## config.mk

```make
export PLATFORM = sky130hd
export DESIGN_NAME = ballot_controller
export DESIGN_NICKNAME = d
export VERILOG_FILES = /design/src/rtl/ballot_controller.sv
export SDC_FILE = /design/constraint.sdc
export NUM_CORES = 1
export LEC_CHECK = 0
export CORE_ASPECT_RATIO = 0.9
export CORE_MARGIN = 2
export CORE_UTILIZATION = 35
export DETAILED_ROUTE_END_ITERATION = 8
export DONT_BUFFER_PORTS = 1
export PLACE_DENSITY = 0.51
export SYNTH_ARGS = -nofsm -noshare
export SYNTH_HDL_FRONTEND = slang
export SYNTH_SLANG_ARGS = --single-unit
```

## constraint.sdc

```tcl
create_clock -name clk -period 3 [get_ports clk]
set_input_delay 0.6 -clock clk [delete_from_list [all_inputs] [get_ports clk]]
set_output_delay 0.6 -clock clk [all_outputs]
set_load 0.01 [all_outputs]
```

## src/rtl/ballot_controller.sv

```systemverilog
// One-ballot-per-arm vote capture front end: edge-detects candidate buttons,
// read-modify-writes the selected candidate's count, then enforces a lockout.
module ballot_controller #(
  parameter int NUM_CAND    = 4,
  parameter int CNT_W       = 4,
  parameter int LOCK_CYCLES = 8
) (
  input  logic                      clk,
  input  logic                      reset,
  input  logic                      ballot_enable,
  input  logic [NUM_CAND-1:0]       cand_btn,
  input  logic                      close_poll,
  input  logic [NUM_CAND*CNT_W-1:0] count_in,
  output logic [NUM_CAND*CNT_W-1:0] wr_data,
  output logic [NUM_CAND-1:0]       wr_en,
  output logic                      ready,
  output logic                      vote_done,
  output logic                      invalid,
  output logic                      overflow,
  output logic                      closed
);

  localparam int IDX_W = (NUM_CAND > 1) ? $clog2(NUM_CAND) : 1;
  localparam int POP_W = $clog2(NUM_CAND + 1);
  localparam int LCK_W = $clog2(LOCK_CYCLES + 1);
  localparam logic [CNT_W-1:0] CNT_MAX = '1;

  typedef enum logic [2:0] {IDLE, ARMED, COMMIT, LOCK, CLOSED} state_t;

  state_t                    state, next_state;
  logic [NUM_CAND-1:0]       btn_q;
  logic [NUM_CAND-1:0]       press;
  logic [POP_W-1:0]          press_cnt;
  logic [IDX_W-1:0]          press_idx;
  logic [CNT_W-1:0]          sel_cnt;
  logic                      close_pend;
  logic [LCK_W-1:0]          lock_cnt;
  logic                      lock_exit;
  logic [NUM_CAND*CNT_W-1:0] nx_wr_data;
  logic [NUM_CAND-1:0]       nx_wr_en;
  logic                      nx_vote_done, nx_invalid, nx_overflow;

  assign press = cand_btn & ~btn_q;

  always_comb begin
    press_cnt = '0;
    press_idx = '0;
    for (int i = 0; i < NUM_CAND; i++) begin
      if (press[i]) begin
        press_cnt = press_cnt + POP_W'(1);
        press_idx = IDX_W'(i);
      end
    end
  end

  assign sel_cnt   = count_in[int'(press_idx)*CNT_W +: CNT_W];
  assign lock_exit = (lock_cnt == '0) && (cand_btn == '0);

  always_comb begin
    next_state   = state;
    nx_wr_en     = '0;
    nx_wr_data   = count_in;
    nx_vote_done = 1'b0;
    nx_invalid   = 1'b0;
    nx_overflow  = 1'b0;
    case (state)
      IDLE: begin
        if (close_poll)         next_state = CLOSED;
        else if (ballot_enable) next_state = ARMED;
      end
      ARMED: begin
        if (close_poll) begin
          next_state = CLOSED;
        end else if (press_cnt == POP_W'(1)) begin
          next_state   = COMMIT;
          nx_vote_done = 1'b1;
          // A full counter saturates: flag it and leave memory untouched.
          if (sel_cnt != CNT_MAX) begin
            nx_wr_en[press_idx] = 1'b1;
            nx_wr_data[int'(press_idx)*CNT_W +: CNT_W] = sel_cnt + CNT_W'(1);
          end else begin
            nx_overflow = 1'b1;
          end
        end else if (press_cnt >= POP_W'(2)) begin
          nx_invalid = 1'b1;
        end
      end
      COMMIT: next_state = LOCK;
      LOCK: begin
        if (lock_exit) next_state = (close_pend || close_poll) ? CLOSED : IDLE;
      end
      CLOSED:  next_state = CLOSED;
      default: next_state = IDLE;
    endcase
  end

  always_ff @(posedge clk) begin
    if (reset) begin
      state <= IDLE;
      btn_q <= '0;
    end else begin
      state <= next_state;
      btn_q <= cand_btn;
    end
  end

  // Counter is loaded as the vote is accepted, so LOCK lasts LOCK_CYCLES cycles
  // when buttons are already released.
  always_ff @(posedge clk) begin
    if (reset) begin
      lock_cnt   <= '0;
      close_pend <= 1'b0;
    end else begin
      if (state == ARMED && next_state == COMMIT)
        lock_cnt <= LCK_W'(LOCK_CYCLES);
      else if ((state == COMMIT || state == LOCK) && lock_cnt != '0)
        lock_cnt <= lock_cnt - LCK_W'(1);
      if ((state == COMMIT || state == LOCK) && close_poll)
        close_pend <= 1'b1;
    end
  end

  always_ff @(posedge clk) begin
    if (reset) begin
      wr_data   <= '0;
      wr_en     <= '0;
      ready     <= 1'b0;
      vote_done <= 1'b0;
      invalid   <= 1'b0;
      overflow  <= 1'b0;
      closed    <= 1'b0;
    end else begin
      wr_data   <= nx_wr_data;
      wr_en     <= nx_wr_en;
      ready     <= (next_state == ARMED);
      vote_done <= nx_vote_done;
      invalid   <= nx_invalid;
      overflow  <= nx_overflow;
      closed    <= (next_state == CLOSED);
    end
  end

endmodule

```

==> impl_metrics.py <==
metrics = {
    "logic_synthesis": {
        "synth.area.top_cells": "dfxtp_1, ha_1, nor2_1",
        "syn_area_per_cell_um2": 9.05,
        "synth-main-ff-cell": "dfxtp_1",
        "async_flop_share_pct": 0,
        "syn_area_mm2": 0.00189,
        "yosysUniqueCellTypes": 53,
        "synth_top_area_cell": "dfxtp_1",
        "synthMuxAreaShare_pct": 3.18,
        "synth_fa_ha_area_share_pct": 3.97,
        "synth_edf_count": 0,
        "synth.net_count": 239,
        "synth_top_family_by_area": "simple AND/OR/NAND/NOR gates",
        "ys_seq_area_share_pct": 39.2,
        "synth-xor-area-share_pct": 4.10,
        "synthTopCellsByCount": "dfxtp_1, nor2_1, a21oi_1, nand2_1, o21ai_0",
        "syn_inst": 209,
        "synth_most_common_cell": "dfxtp_1",
        "synth_compound_area_share_pct": 21.6,
        "ys_ff_latch": 37,
        "yosysWarnings": 0,
        "synth-simple-area-share_pct": 22.6,
        "synthDominantCellAreaShare_pct": 39.2,
    },
    "sta": {
        "rsz0062_at_grt": "no",
        "tightestPinTransition_ns": 0.600,
        "post-route-period-util_pct": 88.0,
        "fin_setup_tns_ns": 0,
        "finalHoldViolCount": 0,
        "period_needed_ns": 2.64,
        "fmax_ghz": 0.379,
        "relSlewSlack_pct": 59.6,
        "skew_ns": 0.0122,
        "fin_ws_ns": 0.359,
        "slew_viol_final": 0,
        "setup_viol_count_final": 0,
    },
    "cts": {
        "htreeDepth": 2,
        "clock-sinks": 37,
        "cts_hold_buf": 0,
        "clk_pin_slew_ns": 0.08,
        "cts_buffer_depth": 2,
        "clock_latency_ns": 0.28,
        "postCtsSetupBuffers": 0,
        "cts_tree": "done",
        "cts_resized": 0,
        "root_buffer": "clkbuf_8",
        "numCtsBuffers": 5,
    },
    "layout": {
        "finalNonFillerCells": 279,
        "stdcell_area_mm2": 0.00204,
        "fin_nets": 242,
        "syn2layout_area_growth_pct": 8.07,
        "fillerInstances": 542,
        "utilization_pct": 39.1,
        "drive_gt1_share_pct": 13.2,
        "antenna_cells": 0,
    },
    "route": {
        "wirelength_um": 4300,
        "routed_via_density": 5.25,
        "postRouteAntennaNets": 0,
        "avgRoutedWirePerCell_um": 15.4,
        "drc": 0,
        "drt_iter0_markers": 81,
        "drt-pass1-iter-count": 5,
        "vias": 1464,
    },
    "floorplan": {
        "die_h_um": 73.7,
        "die_w_um": 81.5,
        "dieArea_mm2": 0.00601,
        "initial_core_util_pct": 36.2,
        "io_pins": 49,
        "placementRows": 25,
        "core_mm2": 0.00522,
    },
    "worst_setup_path": {
        "worstSetupPathType": "flop to flop",
        "start_kind": "flop",
        "critical_path.endpoint_type": "flop",
        "critPathMostFrequentCell": "ha_1",
        "crit_chain": "nand2b_1 > ha_1 > xnor2_2 > inv_1 > ha_1 > nor2_2 > o211ai_4 > a2111oi_4 > mux2i_1 > nor2_1",
        "critical-path-slowest-cell": "a2111oi_4",
        "cp.arrival_ns": 2.82,
        "crit_path_max_fanout": 4,
        "slowest_delay_ns": 0.51,
        "r2r_slack_ns": 0.36,
        "cp_top_family": "adder cells",
        "path_buf_inv": 1,
        "required_ns": 3.18,
    },
    "grt": {
        "overflow": 0,
        "grt_pass1_vias": 1392,
        "grt_max_degree": 41,
        "grt_pass1_wl_um": 6950,
        "antenna_found_initial": 0,
        "grt.total_usage_pct": 15.1,
    },
    "pwr": {
        "static-leakage-power_nw": 0.778,
        "p_per_area_mw_per_mm2": 505,
        "ir_drop_uv": 268,
    },
    "min_path": {
        "hold_path.class": "input pin to flop",
    },
    "status": {
        "status": "finished, final reports clean",
    },
    "run": {
        "maxCapViolCount": 0,
    },
    "placement": {
        "place_congestion": 0.808,
        "placed_cells": 272,
        "pre_cts_slack_ns": 0.174,
        "port_buffers": 0,
        "dpl.hpwl_um": 3270,
        "placed_area_mm2": 0.00195,
    },
}
-- cells in the final DEF, fill, tap and decap left out, types with 7 or more instances in the layout --
master   count
dfxtp_1     37
nor2_1      19
nor2b_1      8
nor3_1       7
nand3_1      7
a21oi_1     14
nand2_1     14
inv_1        8
o21ai_0     14
-- metrics by stage --
step | total power [mW] | hold slack (ns)
floorplan | 0.668 | 0.437
global placement | 0.694 | 0.460
global route | 1.08 | 0.372
CTS | 1.04 | 0.372
finish | 1.03 | 0.384
detailed placement | 0.693 | 0.461
-- metal layers --
metal | vias to the layer above | routed length (µm) | track usage, %
met2 | 36 | 1840 | 20.2
met1 | 686 | 2110 | 22.5
met5 | - | 0 | 0
met3 | 2 | 333 | 5.53
met4 | 0 | 19 | 3.39
li1 | 740 | - | -
-- cells by family (layout without fill, tap and decap cells) --
family	after synthesis	count (layout)
adder cells (fa/ha/maj)	6	6
XOR/XNOR	8	8
flip-flops	37	37
AO/OA/AOI/OAI	56	56
buffers and inverters	19	22
AND/OR/NAND/NOR	77	77
multiplexers	6	6
-- worst paths after layout --
check        cells past startpoint     endpoint        from
max                             10  wr_data[13]    btn_q[1]
min                              1  wr_data[14]       reset
max reg2reg                     10  wr_data[13]    btn_q[1]
min reg2reg                      2   close_pend  close_pend
-- power breakdown --
group | switching, mW | total (mW) | internal (mW)
Combinational | 0.0914 | 0.156 | 0.0642
Clock | 0.167 | 0.349 | 0.182
Sequential | 0.0161 | 0.527 | 0.511
Total | 0.275 | 1.03 | 0.756
-- sequential cells by signal (all words and copies together) (netlist names) --
signal      count
btn_q           4
vote_done       1
closed          1
ready           1
lock_cnt        4
overflow        1
close_pend      1
wr_data        16
state           3
invalid         1
wr_en           4
-- layout make-up --
cell class                 count  area (µm²)  area share [%]
inverter                       9        33.8            1.65
multi-input combinational    153        1050            51.4
timing repair buffer           6        45.0            2.20
clock buffer                   6        82.6            4.04
tap                           67        83.8            4.10
sequential                    37         741            36.3
clock inverter                 1        7.51           0.367
-- worst reg2reg max path, stage by stage (launching register included) --
cell,delay (ns)
dfxtp_1,0.32
nand2b_1,0.18
ha_1,0.38
xnor2_2,0.16
inv_1,0.06
ha_1,0.30
nor2_2,0.21
o211ai_4,0.13
a2111oi_4,0.51
mux2i_1,0.23
nor2_1,0.05
Note: power is estimated with default switching activity, not from simulation.
==> RTL change 1: new RTL, config.mk and constraints unchanged <==
Re-encode `state_t` (5 states) as one-hot, 5 bits wide.
--- a/src/rtl/ballot_controller.sv
+++ b/src/rtl/ballot_controller.sv
@@ -25,7 +25,7 @@
   localparam int LCK_W = $clog2(LOCK_CYCLES + 1);
   localparam logic [CNT_W-1:0] CNT_MAX = '1;
 
-  typedef enum logic [2:0] {IDLE, ARMED, COMMIT, LOCK, CLOSED} state_t;
+  typedef enum logic [4:0] {IDLE = 5'b00001, ARMED = 5'b00010, COMMIT = 5'b00100, LOCK = 5'b01000, CLOSED = 5'b10000} state_t;
 
   state_t                    state, next_state;
   logic [NUM_CAND-1:0]       btn_q;
Behaviour: same outputs for any inputs over 10 cycles, from zero or initial values and one cycle with reset high; not proved beyond that.
==> RTL change 1 against the original RTL <==
Synthesized cell count rose by 15%; wire length increased by 24%; area after synthesis rose by 19%; final area rose by 25%; clock power grew 15%; sequential cell count is 2 higher; setup slack got worse by 0.18 ns; sequential power is 5.7% higher; power rose by 16%; via count up 18%; clock skew down 0.0082 ns; non-clock buffer count up 8; critical path depth is 2 higher.
==> RTL change 1: results <==
export IMPL_globalRouteOverflowTotal=0
export IMPL_tightest_slew_ns=0.5768
export IMPL_antennaDiodeCount=0
export IMPL_wire_length_of_the_first_global_routing_pass_microns=8590
export IMPL_final_net_count=289
export IMPL_dpl_cell_area_sq_um=2409
export IMPL_port_buffers=0
export IMPL_grt_max_degree=38
export IMPL_crit_path_top_delay_cell="sky130_fd_sc_hd__mux2i_4"
export IMPL_max_stage_delay_ns=0.38
export IMPL_h_tree_depth=2
export IMPL_synth_async_reset_ratio=0
export IMPL_drc_errors=0
export IMPL_wl_per_cell_microns=15.66
export IMPL_synth_net_count=276
export IMPL_clk_pin_slew_ns=0.08
export IMPL_clockRootBuffer="sky130_fd_sc_hd__clkbuf_8"
export IMPL_synth_warnings=0
export IMPL_detailedRoute_firstIterationViolations=93
export IMPL_final_layout_size_suffix_gt1_frac=0.1654
export IMPL_drt_pre_antenna_iters=4
export IMPL_maximum_vdd_drop_mv=0.1741
export IMPL_static_leakage_power_nw=0.9773
export IMPL_clk_path_buf_depth=2
export IMPL_synth_common_cells="sky130_fd_sc_hd__dfxtp_1, sky130_fd_sc_hd__nor2_1, sky130_fd_sc_hd__nand2_1"
export IMPL_grtUsageTotal=0.1602
export IMPL_synthTopCellsByArea="sky130_fd_sc_hd__dfxtp_1, sky130_fd_sc_hd__ha_1, sky130_fd_sc_hd__mux2i_1"
export IMPL_number_of_antenna_violations_at_the_first_check_in_global_routing=0
export IMPL_synth_lib_cells_used_distinct=53
export IMPL_drt_wl_total_microns=5339
export IMPL_finalWeightedCongestion=0.8532
export IMPL_clock_latency_ns=0.29
export IMPL_critical_path_peak_fanout=7
export IMPL_cts_inserted_buffers=5
export IMPL_dpl_hpwl_microns=4020
export IMPL_biggestRegsByFlops="wr_data (16), state (5)"
export IMPL_post_synth_cell_area_avg_sq_um=9.353
export IMPL_synth_seq_area_share=0.3478
export IMPL_grt_pass1_vias=1626
export IMPL_arrival_ns=3.04
export IMPL_fin_skew_ns=0.003998
export IMPL_cts_resized_gates=0
export IMPL_via_count=1726
export IMPL_status="completed"
export IMPL_post_cts_repair_timing_setup_buffer_count=0
export IMPL_placedCellCount=332
export IMPL_min_path_type="input port to register"
## RTL change 1: cell types whose count changed after synthesis, moves of 3 or more
cell                       unedited run  this run
sky130_fd_sc_hd__mux2i_1              6        10
sky130_fd_sc_hd__ha_1                 6        12
sky130_fd_sc_hd__nand2b_1             4        13
sky130_fd_sc_hd__o21ai_0             14         7
sky130_fd_sc_hd__a21oi_1             14        11
sky130_fd_sc_hd__and3_1               0         5
sky130_fd_sc_hd__nor3_1               7        13
sky130_fd_sc_hd__a31oi_1              3         0
sky130_fd_sc_hd__inv_1                8        11
## RTL change 1: power breakdown
| part | switching, mW | internal (mW) |
|---|---|---|
| logic | 0.134 | 0.103 |
| registers | 0.0195 | 0.537 |
| clock network | 0.190 | 0.210 |
| total | 0.344 | 0.850 |
## RTL change 1: cell families (layout without fill, tap and decap cells)
logic type	Yosys count	after routing	share of synthesized area
mux	14	14	0.07636
fa+ha+maj	12	12	0.06689
xor+xnor	8	8	0.03456
buf+inv	19	33	0.03735
compound gates	39	39	0.1594
flops	39	39	0.3478
simple gates	109	109	0.2776
## RTL change 1: stage by stage
stage / hold WS [ns] / setup WS [ns]
after floorplan: 0.4539 / 0.06743
after global placement: 0.4737 / 0.05556
after detailed placement: 0.4785 / -0.01856
after CTS: 0.3542 / 0.1569
after global routing: 0.3541 / -0.003540
final: 0.3662 / 0.1762
## RTL change 1: critical path: cells and delay by family, from the launching register on
| kind | cells | cell delay, ns |
|---|---|---|
| compound gates | 3 | 0.31 |
| buf+inv | 2 | 0.29 |
| fa+ha+maj | 2 | 0.54 |
| flops | 1 | 0.34 |
| mux | 2 | 0.66 |
| simple gates | 3 | 0.59 |
## RTL change 1: path summary, 6_finish.rpt
check,startpoint,end,slack (ns),depth (start not counted)
setup / recovery,btn_q[1]$_SDFF_PP0_,wr_data[3]$_SDFF_PP0_,0.18,12
hold / removal,reset,state[4]$_SDFF_PP0_,0.37,1
setup reg to reg,btn_q[1]$_SDFF_PP0_,wr_data[3]$_SDFF_PP0_,0.18,12
hold reg to reg,close_pend$_SDFFE_PP0P_,close_pend$_SDFFE_PP0P_,0.49,2
## RTL change 1: final cells by class
| type | instances | area (sq um) |
|---|---|---|
| fill | 643 | 3602 |
| multi-input combinational | 182 | 1410 |
| sequential | 39 | 780.7 |
| tap | 87 | 108.9 |
| timing repair buffer | 14 | 105.1 |
| clock buffer | 8 | 100.1 |
| inverter | 11 | 41.29 |
## RTL change 1: metal layers
metal / track usage / vias to the layer above / share of wire
li1: - / 873 / -
met1: 0.2420 / 793 / 0.53
met2: 0.2218 / 52 / 0.41
met3: 0.03930 / 8 / 0.054
met4: 0.04545 / 0 / 0.012
met5: 0 / - / 0
==> RTL change 2: new RTL, same settings <==
Without the edit above. Set the parameter `CNT_W` to 6 (it was 4).
--- a/src/rtl/ballot_controller.sv
+++ b/src/rtl/ballot_controller.sv
@@ -2,7 +2,7 @@
 // read-modify-writes the selected candidate's count, then enforces a lockout.
 module ballot_controller #(
   parameter int NUM_CAND    = 4,
-  parameter int CNT_W       = 4,
+  parameter int CNT_W       = 6,
   parameter int LOCK_CYCLES = 8
 ) (
   input  logic                      clk,
Interface: changed (resized count_in and wr_data); port bits go from 49 to 65. No check against the original RTL was run, so the function may have changed too.
==> RTL change 2 against the original RTL <==
Area after synthesis is 39% higher; final area is 52% higher; clock skew is 0.0091 ns lower; wire length is 98% higher; power is 33% higher; combinational power is 120% higher; setup slack worse by 0.20 ns; sequential cell count is 8 higher.
==> RTL change 2: results <==
export IMPL_endpoint_with_the_worst_hold_slack="state[1]$_SDFF_PP0_"
export IMPL_r2r_end="wr_data[20]$_SDFF_PP0_"
export IMPL_fin_skew_ns=0.003019
export IMPL_wl_met2_microns=3667
export IMPL_worst_r2r_path_depth=12
export IMPL_synth_lib_cells_used_distinct=66
export IMPL_grtUsageTotal=0.2103
export IMPL_wire_length_of_the_first_global_routing_pass_microns=13030
export IMPL_nFillCells=740
export IMPL_maximum_vdd_drop_mv=0.1745
export IMPL_multi_input_area_share=0.5275
export IMPL_power_density_cell_area_nw_per_um2=443.5
export IMPL_max_stage_delay_ns=0.39
export IMPL_max_reg_flops=24
export IMPL_synth_seq_area_share=0.3422
export IMPL_met3RoutedLength_microns=849
export IMPL_coreArea_sq_um=7184
export IMPL_drt_pre_antenna_iters=4
export IMPL_synth_common_cells="sky130_fd_sc_hd__dfxtp_1, sky130_fd_sc_hd__nand2_1, sky130_fd_sc_hd__nor2_1"
export IMPL_fraction_of_synthesized_area_in_multiplexers=0.007605
export IMPL_arrival_ns=3.08
export IMPL_met1_length_microns=3856
export IMPL_cts_num_sinks=45
export IMPL_grt_pass1_vias=2405
export IMPL_max_freq_mhz=351.5
export IMPL_dpl_cell_area_sq_um=2974
export IMPL_global_route_met1_utilization=0.2933
export IMPL_timing_hold_ws_ns=0.3635
export IMPL_worst_slew_margin_rel=0.6529
export IMPL_static_leakage_power_nw=1.233
export IMPL_final_seq_area_sq_um=900.9
export IMPL_clock_buffer_count=7
export IMPL_timing_critical_path_to_type="register"
export IMPL_final_layout_size_suffix_gt1_frac=0.2143
export IMPL_dpl_hpwl_microns=6523
export IMPL_bufAreaShareNonClock=0.09943
export IMPL_final_clk_cell_share=0.02789
export IMPL_final_net_count=394
export IMPL_via_count=2520
export IMPL_clock_latency_ns=0.30
export IMPL_global_route_usage_met2=0.3111
export IMPL_regToRegSetupSlack_ns=0.16
export IMPL_synth_compound_area_share=0.2448
export IMPL_synthAdderAreaFrac=0.05703
export IMPL_routing_usage_on_met3=0.06348
export IMPL_synth_xor_area_frac=0.02947
export IMPL_clk_pin_slew_ns=0.08
export IMPL_grt_max_degree=34
export IMPL_buffers=41
export IMPL_nonClockInverterCount=13
export IMPL_finalWeightedCongestion=0.9505
export IMPL_post_cts_repair_timing_setup_buffer_count=0
export IMPL_critical_path_peak_fanout=7
export IMPL_number_of_multi_input_combinational_cells_in_the_layout=244
export IMPL_synth_net_count=362
export IMPL_status="completed"
## RTL change 2: cell types whose count changed after synthesis, sizes merged, moves of 5 or more
cell	unedited run	this run
nand2	14	33
or3	1	7
dfxtp	37	45
ha	6	12
o41ai	0	7
o21ai	18	23
nand3	7	16
a21oi	14	22
o211ai	3	11
nor2	20	30
and2	1	6
## RTL change 2: worst max-delay path: cells and delay by family (launching register included)
| kind | cells | cell delay [ns] |
|---|---|---|
| simple gates | 5 | 1.22 |
| compound gates | 4 | 0.61 |
| fa+ha+maj | 2 | 0.42 |
| flops | 1 | 0.32 |
| buf+inv | 1 | 0.20 |
## RTL change 2: report_power, final
group | switching [mW] | internal (mW) | leakage [nW] | total (mW)
logic | 0.208 | 0.141 | 0.817 | 0.349
clock network | 0.197 | 0.183 | 0.0443 | 0.380
registers | 0.0214 | 0.622 | 0.371 | 0.643
total | 0.427 | 0.946 | 1.23 | 1.37
